File: src/rtl/writeback_unit.sv
// Register-file write side: formats retired results, queues them in a small FIFO,
// drains one write per cycle and serves rs1/rs2 forwarding from not-yet-landed writes.

module writeback_fwd #(
    parameter int XLEN  = 32,
    parameter int DEPTH = 4
) (
    input  logic [4:0]                  rs_i,
    input  logic [DEPTH-1:0]            ent_vld_i,   // index 0 = youngest
    input  logic [DEPTH-1:0][4:0]       ent_addr_i,
    input  logic [DEPTH-1:0][XLEN-1:0]  ent_data_i,
    input  logic                        rf_we_i,
    input  logic [4:0]                  rf_waddr_i,
    input  logic [XLEN-1:0]             rf_wdata_i,
    output logic                        hit_o,
    output logic [XLEN-1:0]             data_o
);
    // Lowest priority first so that younger matches overwrite older ones.
    always_comb begin
        hit_o  = 1'b0;
        data_o = '0;
        if (rs_i != 5'd0) begin
            if (rf_we_i && rf_waddr_i == rs_i) begin
                hit_o  = 1'b1;
                data_o = rf_wdata_i;
            end
            for (int k = DEPTH - 1; k >= 0; k--) begin
                if (ent_vld_i[k] && ent_addr_i[k] == rs_i) begin
                    hit_o  = 1'b1;
                    data_o = ent_data_i[k];
                end
            end
        end
    end
endmodule

module writeback_unit #(
    parameter int XLEN  = 32,
    parameter int DEPTH = 4
) (
    input  logic                     clk,
    input  logic                     rst,
    input  logic                     in_valid,
    output logic                     in_ready,
    input  logic [4:0]               in_rd,
    input  logic                     in_RegWrite,
    input  logic                     in_MemtoReg,
    input  logic [2:0]               in_funct3,
    input  logic [XLEN-1:0]          in_alu,
    input  logic [XLEN-1:0]          in_mem_data,
    input  logic                     wb_stall,
    output logic                     rf_we,
    output logic [4:0]               rf_waddr,
    output logic [XLEN-1:0]          rf_wdata,
    input  logic [4:0]               rs1,
    input  logic [4:0]               rs2,
    output logic                     fwd1_hit,
    output logic [XLEN-1:0]          fwd1_data,
    output logic                     fwd2_hit,
    output logic [XLEN-1:0]          fwd2_data,
    output logic [$clog2(DEPTH):0]   pending
);
    localparam int              PW       = $clog2(DEPTH);
    localparam logic [PW:0]     FULL_CNT = (PW + 1)'(DEPTH);

    logic [DEPTH-1:0][4:0]      addr_q;
    logic [DEPTH-1:0][XLEN-1:0] data_q;
    logic [PW-1:0]              wptr_q, rptr_q;
    logic [PW:0]                count_q, count_d;
    logic                       rf_we_q;
    logic [4:0]                 rf_waddr_q;
    logic [XLEN-1:0]            rf_wdata_q;

    logic                       push, pop;
    logic [XLEN-1:0]            fmt_data;

    function automatic logic [XLEN-1:0] fmt(input logic m2r, input logic [2:0] f3,
                                            input logic [XLEN-1:0] alu,
                                            input logic [XLEN-1:0] mem);
        logic [7:0]  b;
        logic [15:0] h;
        b = mem[{alu[1:0], 3'b000} +: 8];
        h = alu[1] ? mem[31:16] : mem[15:0];
        if (!m2r) return alu;
        case (f3)
            3'b000:  return {{(XLEN-8){b[7]}}, b};
            3'b001:  return {{(XLEN-16){h[15]}}, h};
            3'b100:  return {{(XLEN-8){1'b0}}, b};
            3'b101:  return {{(XLEN-16){1'b0}}, h};
            default: return mem;
        endcase
    endfunction

    // Ready depends only on registered occupancy, so a full FIFO refuses even while popping.
    assign in_ready = !rst && (count_q != FULL_CNT);
    assign push     = in_valid && in_ready && in_RegWrite && (in_rd != 5'd0);
    assign pop      = (count_q != '0) && !wb_stall;
    assign fmt_data = fmt(in_MemtoReg, in_funct3, in_alu, in_mem_data);

    always_comb begin
        count_d = count_q;
        if (push && !pop)      count_d = count_q + 1'b1;
        else if (pop && !push) count_d = count_q - 1'b1;
    end

    always_ff @(posedge clk) begin
        if (rst) begin
            wptr_q     <= '0;
            rptr_q     <= '0;
            count_q    <= '0;
            rf_we_q    <= 1'b0;
            rf_waddr_q <= '0;
            rf_wdata_q <= '0;
        end else begin
            count_q <= count_d;
            if (push) wptr_q <= wptr_q + 1'b1;
            if (pop) begin
                rptr_q     <= rptr_q + 1'b1;
                rf_we_q    <= 1'b1;
                rf_waddr_q <= addr_q[rptr_q];
                rf_wdata_q <= data_q[rptr_q];
            end else begin
                rf_we_q    <= 1'b0;
            end
        end
    end

    // Storage needs no reset: occupancy alone decides which entries are live.
    always_ff @(posedge clk) begin
        if (!rst && push) begin
            addr_q[wptr_q] <= in_rd;
            data_q[wptr_q] <= fmt_data;
        end
    end

    assign rf_we    = rf_we_q;
    assign rf_waddr = rf_waddr_q;
    assign rf_wdata = rf_wdata_q;
    assign pending  = count_q;

    logic [DEPTH-1:0]            ord_vld;
    logic [DEPTH-1:0][4:0]       ord_addr;
    logic [DEPTH-1:0][XLEN-1:0]  ord_data;

    always_comb begin
        ord_vld  = '0;
        ord_addr = '0;
        ord_data = '0;
        for (int k = 0; k < DEPTH; k++) begin
            ord_vld[k]  = (PW + 1)'(k) < count_q;
            ord_addr[k] = addr_q[wptr_q - PW'(k + 1)];
            ord_data[k] = data_q[wptr_q - PW'(k + 1)];
        end
    end

    logic [1:0][4:0]       rs_vec;
    logic [1:0]            hit_vec;
    logic [1:0][XLEN-1:0]  fdata_vec;

    assign rs_vec = {rs2, rs1};

    genvar g;
    generate
        for (g = 0; g < 2; g++) begin : g_fwd
            writeback_fwd #(.XLEN(XLEN), .DEPTH(DEPTH)) u_fwd (
                .rs_i       (rs_vec[g]),
                .ent_vld_i  (ord_vld),
                .ent_addr_i (ord_addr),
                .ent_data_i (ord_data),
                .rf_we_i    (rf_we_q),
                .rf_waddr_i (rf_waddr_q),
                .rf_wdata_i (rf_wdata_q),
                .hit_o      (hit_vec[g]),
                .data_o     (fdata_vec[g])
            );
        end
    endgenerate

    assign fwd1_hit  = hit_vec[0];
    assign fwd1_data = fdata_vec[0];
    assign fwd2_hit  = hit_vec[1];
    assign fwd2_data = fdata_vec[1];
endmodule

File: config.mk
export PLATFORM = sky130hd
export DESIGN_NAME = writeback_unit
export DESIGN_NICKNAME = d
export VERILOG_FILES = /design/src/rtl/writeback_unit.sv
export SDC_FILE = /design/constraint.sdc
export NUM_CORES = 1
export LEC_CHECK = 0
export CAP_MARGIN = 40
export CORE_ASPECT_RATIO = 1.25
export CORE_MARGIN = 2
export CORE_UTILIZATION = 40
export CTS_CLUSTER_DIAMETER = 200
export CTS_CLUSTER_SIZE = 14
export DETAILED_ROUTE_END_ITERATION = 16
export RECOVER_POWER = 50
export SYNTH_ARGS = -nofsm -noshare
export SYNTH_HDL_FRONTEND = slang
export SYNTH_SLANG_ARGS = --single-unit
File: constraint.sdc
create_clock -name clk -period 6.7 [get_ports clk]
set_input_delay 1.675 -clock clk [delete_from_list [all_inputs] [get_ports clk]]
set_output_delay 1.675 -clock clk [all_outputs]
set_load 0.1 [all_outputs]
==> results.ini <==
[outcome]
status=finished, violations left
violations=capacitance limit, slew limit

[timing]
rsz0062_at_grt=no
fmax_mhz=158.2
skew_ps=9.390
period_share_pct=94.33
worstMarginPinSlew_ps=2943
tns_ps=0
relSlewSlack_pct=-96.19
finalSetupViolCount=0
drv_slew=127
hold_viol_final=0
finalCriticalPeriod_ps=6320

[die]
coreArea_sq_mm=0.03717
die_area_sq_mm=0.03927
die_x_um=177.6
rows=79
chipHeight_um=221.0
initial_utilization_pct=40.56
ios=196

[yosys]
synth_cell_types=49
yosysSeqAreaShare_pct=35.46
yosys-top-cells-area=edfxtp_1, mux4_2, dfxtp_1
syn-num-nets=1377
netlist_instances=1280
synthArstFlopShare_pct=0
synth_top_area_share_pct=29.48
synth_area_leader_cell=edfxtp_1
synth_warnings=0
postSynthAreaPerCell_sq_um=11.78
synth-main-ff-cell=edfxtp_1
synth-seq-cells=193
syn-cell-area_sq_mm=0.01507
synth_edf_count=148

[clock_network]
htree_levels=4
cts_resized=0
holdBufCountCts=0
cts_made_buffers=17
cts_setup_buffers=0
worstSkewPairLatency_ps=460
path_clk_slew_ps=80
root_buffer=clkbuf_16
cts.sinks=193
cts_buffer_depth=2
cts_tree=built

[layout]
drive_gt1_share_pct=29.48
nets=1536
layout_commonest_cell=mux4_2
stdcell_count=1938
final_cell_mix=mux4_2, edfxtp_1, nor2_1
n_antenna_cell=0
n_fill_cell=3180
area_growth_pct=32.07

[grt]
grt-ovfl-total=0
grt_pass1_wl_um=79350
antenna_found_initial=0
first_global_vias=12830
grt_max_degree=55
track_usage_pct=27.04

[worst_setup_path]
max_stage_delay_ps=590
criticalPathCategory=in2out
cp-start-kind=primary input
cp_max_fo=33
crit_chain=clkdlybuf4s50_1 > xor2_1 > nor4_4 > buf_4 > and2_1 > buf_4 > o31ai_1 > a221oi_2 > buf_12
end_kind=output port
arrival_ps=4650
cpMaxStageDelayCell=clkdlybuf4s50_1
cp.required_ps=5030
cp_common_cell=buf_4

[routing]
drtIter0Drc=1336
wl_per_cell_um=27.15
via_per_inst=6.555
vias=12700
drtAntennaViolNets=0
wirelength_um=52630
firstDrtPassIters=7
drc_errors=0

[flow_run]
drv_cap=5

[placement]
dp_hpwl_um=35550
routabilityCongestion=0.8734
place_inst=1906
io_buffers=195

[power]
leakage_nw=6.319
vdd_ir_drop_max_mv=0.2426
p_per_area_mw_per_mm2=274.0

[hold_path]
hold_class=reg2reg

-- cell usage after synthesis (3+ instances only) --
cell type,n
a221oi_2,29
a2bb2oi_1,7
o21ai_0,5
nand4_1,3
inv_1,9
ha_1,9
nand2_1,99
nand2b_1,3
mux2i_1,47
edfxtp_1,148
xor2_1,27
a21oi_1,120
buf_1,18
and2_1,41
nand3b_1,3
a221oi_1,35
buf_2,24
mux4_2,186
nor4_1,4
nand3_1,5
clkbuf_1,93
a31oi_1,8
dfxtp_1,45
a32oi_1,32
buf_6,8
o31ai_1,62
xnor2_1,26
nor3_1,34
nor2_1,125
-- report_power, final --
| part | switching, W | internal (W) |
|---|---|---|
| combinational | 0.00184 | 0.00105 |
| clock | 0.000510 | 0.000498 |
| sequential | 0.000150 | 0.00140 |
-- stage by stage --
step	setup WS (ps)	cell area, sq um	utilization (%)	hold slack [ps]	power [W]
2_1_floorplan	-327.5	15750	-	756.2	0.003463
3_3_place_gp	364.0	18820	50.63	474.3	0.004273
3_5_place_dp	415.5	19660	52.90	476.1	0.004586
4_1_cts	402.0	20230	54.44	488.1	0.005590
5_1_grt	271.5	19910	53.57	517.3	0.005651
6_report	379.8	19910	53.57	486.9	0.005455
-- per-layer routing --
layer  vias to the layer above  GRT usage, %  wire [um]
met3                       144         4.708       4204
met1                      6322         33.76      19540
met2                       755         45.56      26720
met4                         0         12.19       2160
li1                       5482             -          -
met5                         -             0          0
-- final timing paths --
kind / startpoint / endpoint / slack [ps] / cells past startpoint
worst max-delay path: rs1[0] / fwd1_data[30] / 380 / 9
worst min-delay path: rf_wdata[0] / rf_wdata[0] / 490 / 2
worst max register to register: pending[0] / rf_wdata[25] / 2000 / 8
worst min register to register: rf_wdata[0] / rf_wdata[0] / 490 / 2
-- cell type report --
class	count	area [sq um]	share of cell area [%]
clock buffer	18	429.2	2.156
clock inverter	14	145.1	0.7290
inverter	9	33.78	0.1697
multi-input combinational	934	9798	49.21
sequential	193	5355	26.90
tap	486	608.1	3.054
timing repair buffer	284	3540	17.78
-- sequential cells by signal, indices dropped and copies added (netlist names) --
name,cells
pending,3
rf_waddr,5
addr_q,20
rf_we,1
rf_wdata,32
data_q,128
wptr_q,2
rptr_q,2
-- cells by family (layout without fill, tap and decap cells) --
| logic type | count (synthesis) | after routing | synth area share, % |
|---|---|---|---|
| XOR/XNOR | 53 | 53 | 3.079 |
| buffers and inverters | 153 | 325 | 4.432 |
| AND/OR/NAND/NOR | 330 | 330 | 9.861 |
| multiplexers | 235 | 235 | 31.06 |
| adder cells (fa/ha/maj) | 9 | 9 | 0.7470 |
| flip-flops | 193 | 193 | 35.46 |
| AO/OA/AOI/OAI | 307 | 307 | 15.36 |
-- critical path, delay by kind of cell --
family	cells	cell delay, ps
buffers and inverters	4	1540
AOI/OAI and AO/OA	2	490
and+or+nand+nor	2	640
xor gates and xnor gates	1	270
Note: power is estimated with default switching activity, not from simulation.
